## config.mk

```make
export PLATFORM = sky130hd
export DESIGN_NAME = button_reader
export DESIGN_NICKNAME = d
export VERILOG_FILES = /design/src/rtl/button_pkg.sv /design/src/rtl/btn_debounce.sv /design/src/rtl/button_reader.sv
export SDC_FILE = /design/constraint.sdc
export NUM_CORES = 1
export LEC_CHECK = 0
export BUFFER_PORTS_ARGS = -buffer_cell sky130_fd_sc_hd__buf_2
export CAP_MARGIN = 40
export CORE_MARGIN = 5
export CORE_UTILIZATION = 50
export CTS_CLUSTER_SIZE = 24
export DETAILED_ROUTE_END_ITERATION = 10
export PLACE_DENSITY = 0.77
export RECOVER_POWER = 25
export SLEW_MARGIN = 20
export SYNTH_ARGS = -nofsm -noshare
export SYNTH_HDL_FRONTEND = slang
export SYNTH_SLANG_ARGS = --single-unit
```

## constraint.sdc

```tcl
create_clock -name clk -period 3.2 [get_ports clk]
set_input_delay 0.16 -clock clk [delete_from_list [all_inputs] [get_ports clk]]
set_output_delay 0.16 -clock clk [all_outputs]
set_load 0.05 [all_outputs]
```

## src/rtl/button_pkg.sv

```systemverilog
// Shared constants and types for the push-button input peripheral.
//   NUM_BTN     : number of button channels on this bus map
//   ADDR_*      : register select values on the 2-bit peripheral address
//   btn_vec_t   : one bit per button channel
package button_pkg;

   localparam int NUM_BTN = 4;

   localparam logic [1:0] ADDR_LEVEL = 2'd0;
   localparam logic [1:0] ADDR_EVENT = 2'd1;
   localparam logic [1:0] ADDR_MASK  = 2'd2;

   typedef logic [NUM_BTN-1:0] btn_vec_t;

endpackage

```

## src/rtl/btn_debounce.sv

```systemverilog
// One button channel: 2-flop synchroniser, debounce counter, stable level flop.
//   clk, reset : system clock, async active-high reset
//   btn        : raw pin, active-low, asynchronous to clk
//   level      : debounced level, 1 = pressed
//   press      : high for the one cycle whose closing edge accepts a press
module btn_debounce #(
   parameter int DEBOUNCE_COUNT = 48000,
   parameter int CNT_W          = 16
) (
   input  logic clk,
   input  logic reset,
   input  logic btn,
   output logic level,
   output logic press
);

   logic             sync1;
   logic             sync2;
   logic             stable;
   logic             s;
   logic             at_tc;
   logic [CNT_W-1:0] cnt;

   assign s     = ~sync2;
   assign at_tc = (cnt == CNT_W'(DEBOUNCE_COUNT - 1));

   always_ff @(posedge clk or posedge reset) begin
      if (reset) begin
         sync1  <= 1'b1;
         sync2  <= 1'b1;
         stable <= 1'b0;
         cnt    <= '0;
      end else begin
         sync1 <= btn;
         sync2 <= sync1;
         // any agreeing cycle restarts the count
         if (s == stable) begin
            cnt <= '0;
         end else if (at_tc) begin
            stable <= s;
            cnt    <= '0;
         end else begin
            cnt <= cnt + CNT_W'(1);
         end
      end
   end

   assign level = stable;
   // decoded from flops only, so the event register sets on the same edge stable rises
   assign press = s & ~stable & at_tc;

endmodule

```

## src/rtl/button_reader.sv

```systemverilog
// Memory-mapped push-button reader on the 8-bit peripheral bus.
//   clk, reset          : system clock, async active-high reset
//   readEnable          : read strobe; readData valid the following cycle
//   writeEnable         : write strobe
//   addr                : 0 LEVEL (RO), 1 EVENT (W1C, clear-on-read), 2 MASK (RW), 3 reads 0
//   writeData           : write data
//   readData            : registered read data, holds between reads
//   irq                 : high while any unmasked event is pending
//   btn1..btn4          : raw active-low button pins
module button_reader
   import button_pkg::*;
#(
   parameter int DEBOUNCE_COUNT = 48000,
   parameter int CNT_W          = 16
) (
   input  logic       clk,
   input  logic       reset,
   input  logic       readEnable,
   input  logic       writeEnable,
   input  logic [1:0] addr,
   input  logic [7:0] writeData,
   output logic [7:0] readData,
   output logic       irq,
   input  logic       btn1,
   input  logic       btn2,
   input  logic       btn3,
   input  logic       btn4
);

   btn_vec_t btn_raw;
   btn_vec_t level;
   btn_vec_t press;
   btn_vec_t event_q;
   btn_vec_t mask_q;
   btn_vec_t clr_rd;
   btn_vec_t clr_wr;
   logic     unused_wdata_hi;

   assign btn_raw         = {btn4, btn3, btn2, btn1};
   assign unused_wdata_hi = ^writeData[7:4];

   for (genvar i = 0; i < NUM_BTN; i++) begin : g_ch
      btn_debounce #(
         .DEBOUNCE_COUNT (DEBOUNCE_COUNT),
         .CNT_W          (CNT_W)
      ) u_db (
         .clk   (clk),
         .reset (reset),
         .btn   (btn_raw[i]),
         .level (level[i]),
         .press (press[i])
      );
   end

   // clear-on-read drops exactly the bits being returned
   assign clr_rd = (readEnable  && addr == ADDR_EVENT) ? event_q : '0;
   assign clr_wr = (writeEnable && addr == ADDR_EVENT) ? writeData[NUM_BTN-1:0] : '0;

   always_ff @(posedge clk or posedge reset) begin
      if (reset) begin
         event_q  <= '0;
         mask_q   <= '0;
         readData <= 8'h00;
      end else begin
         // press ORed in last: a set racing a clear keeps the bit
         event_q <= (event_q & ~(clr_rd | clr_wr)) | press;
         if (writeEnable && addr == ADDR_MASK)
            mask_q <= writeData[NUM_BTN-1:0];
         if (readEnable) begin
            case (addr)
               ADDR_LEVEL: readData <= {4'h0, level};
               ADDR_EVENT: readData <= {4'h0, event_q};
               ADDR_MASK:  readData <= {4'h0, mask_q};
               default:    readData <= 8'h00;
            endcase
         end
      end
   end

   assign irq = |(event_q & mask_q);

endmodule

```

==> qor.yml <==
global_route:
  grt_usage: 0.157
  grt_pass1_wl_um: 12900
  grt_max_degree: 47
  antenna_found_initial: 0
  gr-total-overflow: 0
  grt_pass1_vias: 2873
clocking:
  post_cts_resized: 0
  cts_root_buf: "clkbuf_8"
  numClockSinks: 88
  htree_levels: 3
  tritoncts: "yes"
  clk_latency_ps: 360
  numCtsBuffers: 9
  clk_path_buf_depth: 2
  path_clk_slew_ps: 100
hold_path:
  hold_depth: 2
  hold_start: "writeData[0]"
  hp-class: "primary input to flip-flop"
  hold_end: "mask_q[0]"
die:
  num_rows: 33
  core-area_mm2: 0.00813
  die_h_um: 101
  die_area_mm2: 0.0102
  fp.dieW_um: 101
  io_pins: 27
  start_util: 0.510
pwr:
  p_sw_frac: 0.253
  power_frac_clock: 0.382
  p_seq_frac: 0.551
  vdd_drop_max_v: 0.000334
  finalPower_uw: 2130
  cell_internal_pwr_uw: 1590
  powerDensity_mw_per_mm2: 461
  power_frac_comb: 0.068
  switchingPower_uw: 540
  p_leak_uw: 0.00192
logic_synthesis:
  avgSynthCellArea_um2: 10.1
  ys_ff_latch: 88
  syn-instance-count: 412
  async_flop_share: 1.00
  synth_top_area_share: 0.483
  synth_edf_count: 0
  yosysSeqAreaShare: 0.533
  ys_warn_count: 0
  synthFlopType: "dfrtp_1"
  synth_top_cell_by_area: "dfrtp_1"
  ys_types: 42
  syn_area_mm2: 0.00415
  synthTopCellsByArea: "dfrtp_1 48%, xnor2_1 10%, nor2_1 7.4%, dfstp_2 5.1%, nand3_1 3.0%"
route:
  via_per_inst: 5.31
  dr.first_iter.drc_count: 168
  vias: 2931
  drc_errors: 0
  wl_met3_um: 253
  ant_nets: 0
  dr.max_layer_used: "met4"
  routed_wl_um: 7390
  met1Wirelength_um: 3410
  dr.pass1.iters: 4
  wl_met2_um: 3590
  wl_per_cell_um: 13.4
critical_path:
  crit_start: "g_ch[0].u_db.cnt[10]"
  crit_required_ps: 3440
  critPathArrivalTime_ps: 2200
  reg2reg_from: "g_ch[0].u_db.cnt[10]"
  r2r_end: "g_ch[0].u_db.cnt[8]"
  end_kind: "flip-flop"
  critPathLaunchType: "flip-flop"
  rr_worst_depth: 4
  rrSetupSlack_ps: 1240
  crit_type: "flip-flop to flip-flop"
  crit_fanout: 15
sta:
  finClkSkew_ps: 15.1
  min_period_ps: 1960
  setup_viol: 0
  hold_viol_final: 0
  clock.fmax_mhz: 509
  tns_ps: 0
  layout_worst_path_cycle_share: 0.614
  drv_slew: 0
  grt_setup_unrepaired: "no"
  worst_pin_slew_ps: 548
  slew_headroom: 0.631
cells_and_area:
  nets: 468
  n_antenna_cell: 0
  fillers: 671
  seq_area_mm2: 0.00221
  multi_input_area_mm2: 0.00178
  drive_gt1_frac: 0.123
  synthToLayoutAreaGrowth_pct: 11.3
job:
  drv_cap: 0
place:
  place.gp.congestion: 0.830
  port_buffers: 18
  hpwl_um: 5050
run_status:
  status: "finished clean"
==> cell families after synthesis <==
logic type                 after synthesis  synth area share
buffers and inverters                   36            0.0392
adders and majority gates                8            0.0241
DFF                                     88             0.533
xor gates and xnor gates                55             0.116
muxes                                   10            0.0253
other                                    1          0.000904
AOI/OAI and AO/OA                       22            0.0341
and+or+nand+nor                        192             0.227
==> cells in the mapped netlist, types with 3 or more instances <==
master / instances
a21oi_1: 11
and3_1: 3
buf_2: 3
buf_4: 4
dfrtp_1: 80
dfstp_2: 8
ha_1: 8
inv_1: 25
mux2_2: 4
mux2i_1: 6
nand2_1: 19
nand3_1: 25
nand4_1: 13
nor2_1: 82
nor3_1: 18
nor4_1: 18
xnor2_1: 48
xor2_1: 7
==> per-stage QoR <==
stage          instances  hold WS [ps]  instance area (µm²)  worst slack, ps  utilization
2_1_floorplan        415           164                 4160              775            -
3_3_place_gp         530           265                 4340             1290        0.533
3_5_place_dp         530           267                 4340             1250        0.533
4_1_cts              551          41.1                 4600             1240        0.565
5_1_grt              552          58.7                 4620             1010        0.568
6_report             552          60.8                 4620             1240        0.568
==> layout make-up <==
type | instances | area share
Sequential cell | 88 | 0.479
Clock buffer | 10 | 0.0298
Multi-Input combinational cell | 291 | 0.386
Timing Repair Buffer | 27 | 0.0393
Clock inverter | 6 | 0.0165
Inverter | 25 | 0.0206
Tap cell | 105 | 0.0284
==> metal layers <==
| layer | global-route usage | vias up |
|---|---|---|
| li1 | - | 1455 |
| met2 | 0.256 | 44 |
| met1 | 0.209 | 1423 |
| met4 | 0.0706 | 0 |
| met3 | 0.0215 | 9 |
| met5 | 0 | - |
==> critical path, cell delays in order (launching register included) <==
cell and delay [ps]:
dfrtp_1 440, or4b_4 560, nor4_4 340, a41o_2 410, nor2_1 90
==> registers in the layout (all words and copies together) (netlist names) <==
signal and cells:
event_q 4, g_ch.u_db.cnt 64, g_ch.u_db.level 4, g_ch.u_db.sync1 4
g_ch.u_db.sync2 4, mask_q 4, readData 4
==> worst max path at each step <==
stage	endpoint	slack (ps)
final	g_ch[0].u_db.cnt[8]	1240
after global routing	g_ch[3].u_db.cnt[13]	1010
after CTS	g_ch[0].u_db.cnt[8]	1240
after detailed placement	g_ch[0].u_db.cnt[7]	1250
after global placement	g_ch[3].u_db.cnt[3]	1290
after floorplan	event_q[0]	770
==> cell usage in the layout (no fill, tap or decap), types with 10 or more instances in the layout <==
cell type | synthesis | final
inv_1 | 25 | 24
clkbuf_8 | 0 | 10
nand4_1 | 13 | 13
nor3_1 | 18 | 18
nand3_1 | 25 | 25
dfrtp_1 | 80 | 80
buf_2 | 3 | 17
a21oi_1 | 11 | 11
xnor2_1 | 48 | 48
nor2_1 | 82 | 82
nor4_1 | 18 | 18
nand2_1 | 19 | 19
==> power by group through the flow <==
stage	clock, µW	sequential [µW]	combinational (µW)
after floorplan	0	1210	88.9
after global placement	0	1190	133
after detailed placement	0	1190	137
after CTS	831	1170	143
after global routing	867	1180	161
final	812	1170	144
==> what timing repair did <==
| item | CTS | global route |
|---|---|---|
| endpoints found under the hold margin | 44 | 0 |
| hold buffers | 5 | 0 |
| buffers inserted | 0 | 0 |
(Power assumes the default switching activity.)
